==> src/rtl/jk_reg_bank.sv <==
// jk_reg_bank: bank of WIDTH JK flip-flops with a shared clock, synchronous
// active-high reset and clock enable. The mode input selects how each bit's
// J/K pair is wired: external per-bit JK, up counter, down counter or shift
// register.
// Optional build macro: JK_REG_BANK_PARITY_EN adds a registered parity output
// that always equals ^q.
module jk_reg_bank #(
  parameter int               WIDTH     = 8,
  parameter logic [WIDTH-1:0] RESET_VAL = {WIDTH{1'b0}}
) (
  input  logic             clk,
  input  logic             rst,
  input  logic             en,
  input  logic [1:0]       mode,
  input  logic [WIDTH-1:0] j,
  input  logic [WIDTH-1:0] k,
  input  logic             sin,
  output logic [WIDTH-1:0] q,
  output logic [WIDTH-1:0] qb,
  output logic             tc,
  output logic             sout
`ifdef JK_REG_BANK_PARITY_EN
  ,
  output logic             parity
`endif
);

  localparam logic [1:0] MODE_JK    = 2'b00;
  localparam logic [1:0] MODE_UP    = 2'b01;
  localparam logic [1:0] MODE_DOWN  = 2'b10;
  localparam logic [1:0] MODE_SHIFT = 2'b11;

  // Even-parity helper shared by the reset value and the update path.
  function automatic logic calc_parity(input logic [WIDTH-1:0] value);
    calc_parity = ^value;
  endfunction

  logic [WIDTH-1:0] q_r;
  logic [WIDTH-1:0] qb_r;
  logic [WIDTH-1:0] carry_up_s;   // bit i: all lower bits are one
  logic [WIDTH-1:0] carry_dn_s;   // bit i: all lower bits are zero
  logic [WIDTH-1:0] j_s;
  logic [WIDTH-1:0] k_s;
  logic [WIDTH-1:0] q_next_s;

  // Counter toggle conditions: each bit toggles when every lower bit is one
  // (up) or zero (down); bit 0 always toggles. Built from masks so no bit
  // depends on another bit of the same vector.
  always_comb begin
    logic [WIDTH-1:0] low_mask_v;
    carry_up_s = {WIDTH{1'b0}};
    carry_dn_s = {WIDTH{1'b0}};
    low_mask_v = {WIDTH{1'b0}};
    for (int i = 0; i < WIDTH; i++) begin
      low_mask_v    = ({{(WIDTH-1){1'b0}}, 1'b1} << i) - {{(WIDTH-1){1'b0}}, 1'b1};
      carry_up_s[i] = &(q_r  | ~low_mask_v);
      carry_dn_s[i] = &(~q_r | ~low_mask_v);
    end
  end

  // Mode-selected J/K wiring; every mode funnels through the same JK update.
  always_comb begin
    j_s = {WIDTH{1'b0}};
    k_s = {WIDTH{1'b0}};
    case (mode)
      MODE_JK: begin
        j_s = j;
        k_s = k;
      end
      MODE_UP: begin
        j_s = carry_up_s;
        k_s = carry_up_s;
      end
      MODE_DOWN: begin
        j_s = carry_dn_s;
        k_s = carry_dn_s;
      end
      MODE_SHIFT: begin
        j_s = {q_r[WIDTH-2:0], sin};
        k_s = ~{q_r[WIDTH-2:0], sin};
      end
      default: begin
        j_s = {WIDTH{1'b0}};
        k_s = {WIDTH{1'b0}};
      end
    endcase
    // Characteristic equation: set on J with Q=0, keep Q=1 unless K.
    q_next_s = (j_s & ~q_r) | (~k_s & q_r);
  end

  // State register: reset beats enable, enable gates the JK update.
  always_ff @(posedge clk) begin
    if (rst) begin
      q_r  <= RESET_VAL;
      qb_r <= ~RESET_VAL;
    end else if (en) begin
      q_r  <= q_next_s;
      qb_r <= ~q_next_s;
    end else begin
      q_r  <= q_r;
      qb_r <= qb_r;
    end
  end

`ifdef JK_REG_BANK_PARITY_EN
  logic parity_r;

  // Parity register tracks the parity of the value q is about to take.
  always_ff @(posedge clk) begin
    if (rst) begin
      parity_r <= calc_parity(RESET_VAL);
    end else if (en) begin
      parity_r <= calc_parity(q_next_s);
    end else begin
      parity_r <= parity_r;
    end
  end

  assign parity = parity_r;
`endif

  // Terminal count decode: full scale when counting up, zero when counting down.
  always_comb begin
    tc = 1'b0;
    case (mode)
      MODE_UP:   tc = (q_r == {WIDTH{1'b1}});
      MODE_DOWN: tc = (q_r == {WIDTH{1'b0}});
      default:   tc = 1'b0;
    endcase
  end

  assign q    = q_r;
  assign qb   = qb_r;
  assign sout = q_r[WIDTH-1];

endmodule

==> config.mk <==
export PLATFORM = sky130hd
export DESIGN_NAME = jk_reg_bank
export DESIGN_NICKNAME = d
export VERILOG_FILES = /design/src/rtl/jk_reg_bank.sv
export SDC_FILE = /design/constraint.sdc
export NUM_CORES = 1
export LEC_CHECK = 0
export CELL_PAD_IN_SITES_DETAIL_PLACEMENT = 1
export CELL_PAD_IN_SITES_GLOBAL_PLACEMENT = 1
export CORE_MARGIN = 2
export CORE_UTILIZATION = 33
export DETAILED_ROUTE_END_ITERATION = 7
export MAX_ROUTING_LAYER = met4
export PLACE_DENSITY_LB_ADDON = 0.1
export SKIP_LAST_GASP = 1
export SYNTH_ARGS = -nofsm -noshare
export SYNTH_HDL_FRONTEND = slang
export SYNTH_SLANG_ARGS = --single-unit
==> constraint.sdc <==
create_clock -name clk -period 2.4 [get_ports clk]
set_clock_uncertainty 0.1 [all_clocks]
set_input_delay 0.48 -clock clk [delete_from_list [all_inputs] [get_ports clk]]
set_output_delay 0.48 -clock clk [all_outputs]
set_load 0.02 [all_outputs]
Word-level counts from Yosys, hierarchy flattened

Cells that the tools add are included.

Reductions and logical operators: 14
Bitwise operators: 7
Multiplexer cells: 3
Equality and inequality tests: 4

Operator list:

| operator             | number |
|---|---|
| $pmux W8 S4          | 2 |
| $not A8 Y8           | 4 |
| $and A8 B8 Y8        | 2 |
| $reduce_and A7 Y1    | 2 |
| $reduce_and A6 Y1    | 2 |
| $reduce_and A5 Y1    | 2 |
| $eq A8 B8 Y1 const B | 1 |
| $logic_not A8 Y1     | 1 |
| $or A8 B8 Y8         | 1 |
| $reduce_and A4 Y1    | 2 |
| $reduce_and A3 Y1    | 2 |
| $eq A2 B2 Y1 const B | 2 |
| $reduce_and A2 Y1    | 2 |
| $eq A2 B1 Y1 const B | 1 |
| $logic_not A2 Y1     | 1 |
| $pmux W1 S2          | 1 |

Bits of input ports: 22
Logic and storage cells: 30
Register bits after elaboration: 16
Output and inout port bits: 18

Logic depth before layout (Yosys ltp)

Depth after elaboration: 7
Depth in mapped cells: 8

Worst setup path after synthesis

No wires, ideal clock.

Path type: in2out
Start: input mode[0]
End: output tc
Slack: 0.024 ns
Stages on the path: 6
Path buffers: 0
Arrival: 1.796 ns
Path through: inv_1 ha_1 nor3b_4 and2_4 nand2_1 a21boi_0

Word-level cells in the longest chain between the ends: 2
Elaborated cells on any way between the ends: 3
Classes of those cells: eq/ne (2); mux (1)

RTL lines:

| element                                      | RTL line | RTL |
|---|---|---|
| start, declared                              | 14       | `input logic [1:0] mode,` |
| $eq A2 B2 Y1 or $eq A2 B1 Y1 (tied branches) | 125      | `case (mode)` |
| $pmux W1 S2 *                                | 125      |  |
| end, declared                                | 20       | `output logic tc,` |

Mark *: on every way between the ends. The rest lies on a longest branch, timed or not.

Final worst setup path

Start: input mode[1]
End: output tc

Same word-level chain as after synthesis.

==> impl_metrics.ini <==
[run_status]
outcome = finished clean

[timing]
rsz0062_at_grt = yes
final-hold-violation-count = 0
report.final.slew_viol_count = 0
slew_headroom = 0.678
final.setup.tns_ns = 0
post_route_worst_hold_slack_ns = 0.379
period_share = 0.954
period_needed_ns = 2.29
fmax_mhz = 437
timing_worst_slew_pin_value_ns = 0.482
setup_viol = 0

[critical_path]
critical_path.slowest_cell = dlygate4sd2_1
reg2reg_depth = 6
cp_cell_sequence = dlygate4sd2_1 > inv_1 > ha_1 > nand4_1 > nor2_2 > nand4_1 > a21boi_1 > buf_2
crit_path_frequent_cell = nand4_1
startpoint = mode[1]
ff2ff_setup_slack_ns = 0.49
max_stage_delay_on_crit_path_ns = 0.28
crit_path_start_kind = input port
cp_data_required_time_ns = 1.82
worst-setup-path-type = in -> out
regToRegEndpoint = qb[4]
worst_setup_path_end_kind = output port
worstPathMaxFanout = 4
worst-endpoint-arrival_ns = 1.71
timing.rr.start = q[0]

[yosys]
synth.yosys.seq_area_share = 0.259
avgSynthCellArea_um2 = 7.97
dominantRegCellSynth = dfxtp_1
synth_adder_area_share = 0.0507
yosysUniqueCellTypes = 46
synth.cell_area_mm2 = 0.00123
mappedNetlistNets = 182
synthXorXnorAreaFrac = 0
basic_gate_share_of_the_synthesized_area_counting_and_or_nand_and_nor_cells = 0.224
synth_warnings = 0
count_of_flip_flops_with_a_built_in_enable_after_synthesis = 0
synth_top_family_by_area = compound AO/OA/AOI/OAI gates
ys_ff_latch = 16
post_synth_inst_count = 155
share_of_async_settable_or_async_resettable_flops_after_synthesis = 0
synth-compound-area-share = 0.339
synth_mux_area_frac = 0.0355

[floorplanning]
die_area_mm2 = 0.00425
core_region_area_mm2 = 0.00363
io-pin-count = 40
die_x_um = 65.2
placement_rows = 22
initial_utilization = 0.340
die_height_um = 65.2

[global_route]
antenna_found_initial = 0
maximum_number_of_pins_on_one_net_before_global_route_repair = 15
via_count_of_the_first_global_routing_pass = 1490
grt_first_pass_wirelength_mm = 7.16
grt_use_total = 0.219
grt.overflow.total = 0

[detailed_routing]
post_drt_via_cell_ratio = 5.53
route.detailed.drc = 0
drt-total-wl_mm = 4.24
drt_first_iter_violations = 69
detail_route.first_pass.iterations = 4
routed_wire_length_per_instance_um = 16.4
route.antenna.remaining_nets = 0
routed-via-count = 1427

[cells_and_area]
share_of_post_route_cells_with_drive_strength_above_1 = 0.214
syn2layout_area_growth_pct = 51.0
layout.nets = 239
num_antenna_cells = 0
final_common_cell = clkdlybuf4s50_1
top_library_cells_by_usage_in_the_layout_fill_and_taps_aside = clkdlybuf4s50_1, buf_4, dfxtp_1, nand2_1, nor2_1

[placed_design]
globalplace.congestion = 0.797
detailed_place_hpwl_mm = 3.37
count_of_buffers_from_port_buffering = 39

[cts]
cts_buffer_depth = 2
cts_clk_pin_slew_worst_paths_ns = 0.06
clkLatencyLatePin_ns = 0.25
clock_tree.htree_level_count = 1
cts_sinks = 16
cts_inserted_buffers = 3
cts_tree = yes
clockRootBuffer = clkbuf_8
cts_hold_buffers = 0

[worst_hold_path]
hold_depth = 1
min_from = qb[1]
hp-class = reg -> reg
worst_hold_path.endpoint = qb[1]

[flow_run]
maxCapViolCount = 0

[power]
internal-power_mw = 0.576
swShare = 0.330
power_spent_charging_and_discharging_nets_mw = 0.284
irDropWorstVdd_mv = 0.466
combinational_power_share = 0.399
p_leak_nw = 0.767
power.share.sequential = 0.364
ratio_of_total_power_to_cell_area_mw_per_mm2 = 462
power.share.clock = 0.237
## critical path, delay by kind of cell
kind | cells | cell delay (ns)
AOI/OAI and AO/OA | 1 | 0.13
adders and majority gates | 1 | 0.17
buffers and inverters | 3 | 0.54
and+or+nand+nor | 3 | 0.39
## cells by family after synthesis
| group | after synthesis |
|---|---|
| compound gates | 55 |
| fa+ha+maj | 5 |
| buf+inv | 26 |
| flops | 16 |
| mux | 3 |
| simple gates | 50 |
## power groups by stage
stage / Combinational [mW] / Clock (mW) / Sequential, mW
5_1_grt: 0.376 / 0.225 / 0.317
3_3_place_gp: 0.329 / 0 / 0.318
3_5_place_dp: 0.339 / 0 / 0.319
2_1_floorplan: 0.155 / 0 / 0.343
6_report: 0.343 / 0.204 / 0.314
4_1_cts: 0.341 / 0.208 / 0.314
## routing by layer
layer,up-vias,wire length (um),part of all wire,GRT usage
met1,697,1770,0.42,0.255
met5,-,0,0,-
met2,36,2250,0.53,0.397
li1,686,-,-,-
met3,8,181,0.043,0.0462
met4,0,33,0.0078,0.0313
## sequential cells by signal (all words and copies together) (netlist names)
signal,count
q,8
qb,8
## per-stage QoR
stage                     cells  total power [mW]  instance area (um2)  worst slack (ns)  utilization
after floorplan             155             0.498                 1230            0.0235            -
after global placement      255             0.647                 1820            -0.544        0.501
after detailed placement    255             0.659                 1820            -0.642        0.501
after CTS                   258             0.863                 1860            0.0585        0.511
after global routing        258             0.918                 1860           -0.0401        0.513
final                       258             0.861                 1860             0.109        0.513
## cells in the mapped netlist (3+ instances only)
library cell | n | area (um2)
nor2b_1 | 4 | 25.0
a2111oi_0 | 4 | 35.0
nor2_1 | 13 | 48.8
a211oi_1 | 3 | 22.5
a31oi_1 | 3 | 18.8
ha_1 | 5 | 62.6
dfxtp_1 | 16 | 320
nand2b_1 | 6 | 37.5
o21ai_0 | 9 | 45.0
buf_2 | 6 | 30.0
nand2_1 | 12 | 45.0
o311a_1 | 4 | 40.0
a221o_1 | 3 | 30.0
a21oi_1 | 6 | 30.0
clkbuf_1 | 4 | 15.0
inv_1 | 12 | 45.0
o311ai_0 | 5 | 43.8
## cell type report
type / count / area (um2)
Fill cell: 454 / 1770
Multi-Input combinational cell: 113 / 812
Timing Repair Buffer: 66 / 586
Sequential cell: 16 / 320
Tap cell: 48 / 60.1
Inverter: 12 / 45.0
Clock buffer: 3 / 41.3
## repair_timing
action                     4_1_cts  5_1_grt
setup endpoints to repair       11        4
cloned                           0        0
resized for setup               10        3
pin swaps                        1        0
buffers inserted                 0        0
## how the worst max path moves through the flow
stage	end	cells past startpoint	slack, ns
2_1_floorplan	tc	6	0.02
4_1_cts	tc	8	0.06
5_1_grt	tc	8	-0.04
3_5_place_dp	tc	8	-0.64
3_3_place_gp	tc	8	-0.54
6_report	tc	8	0.11
(Power assumes the default switching activity.)
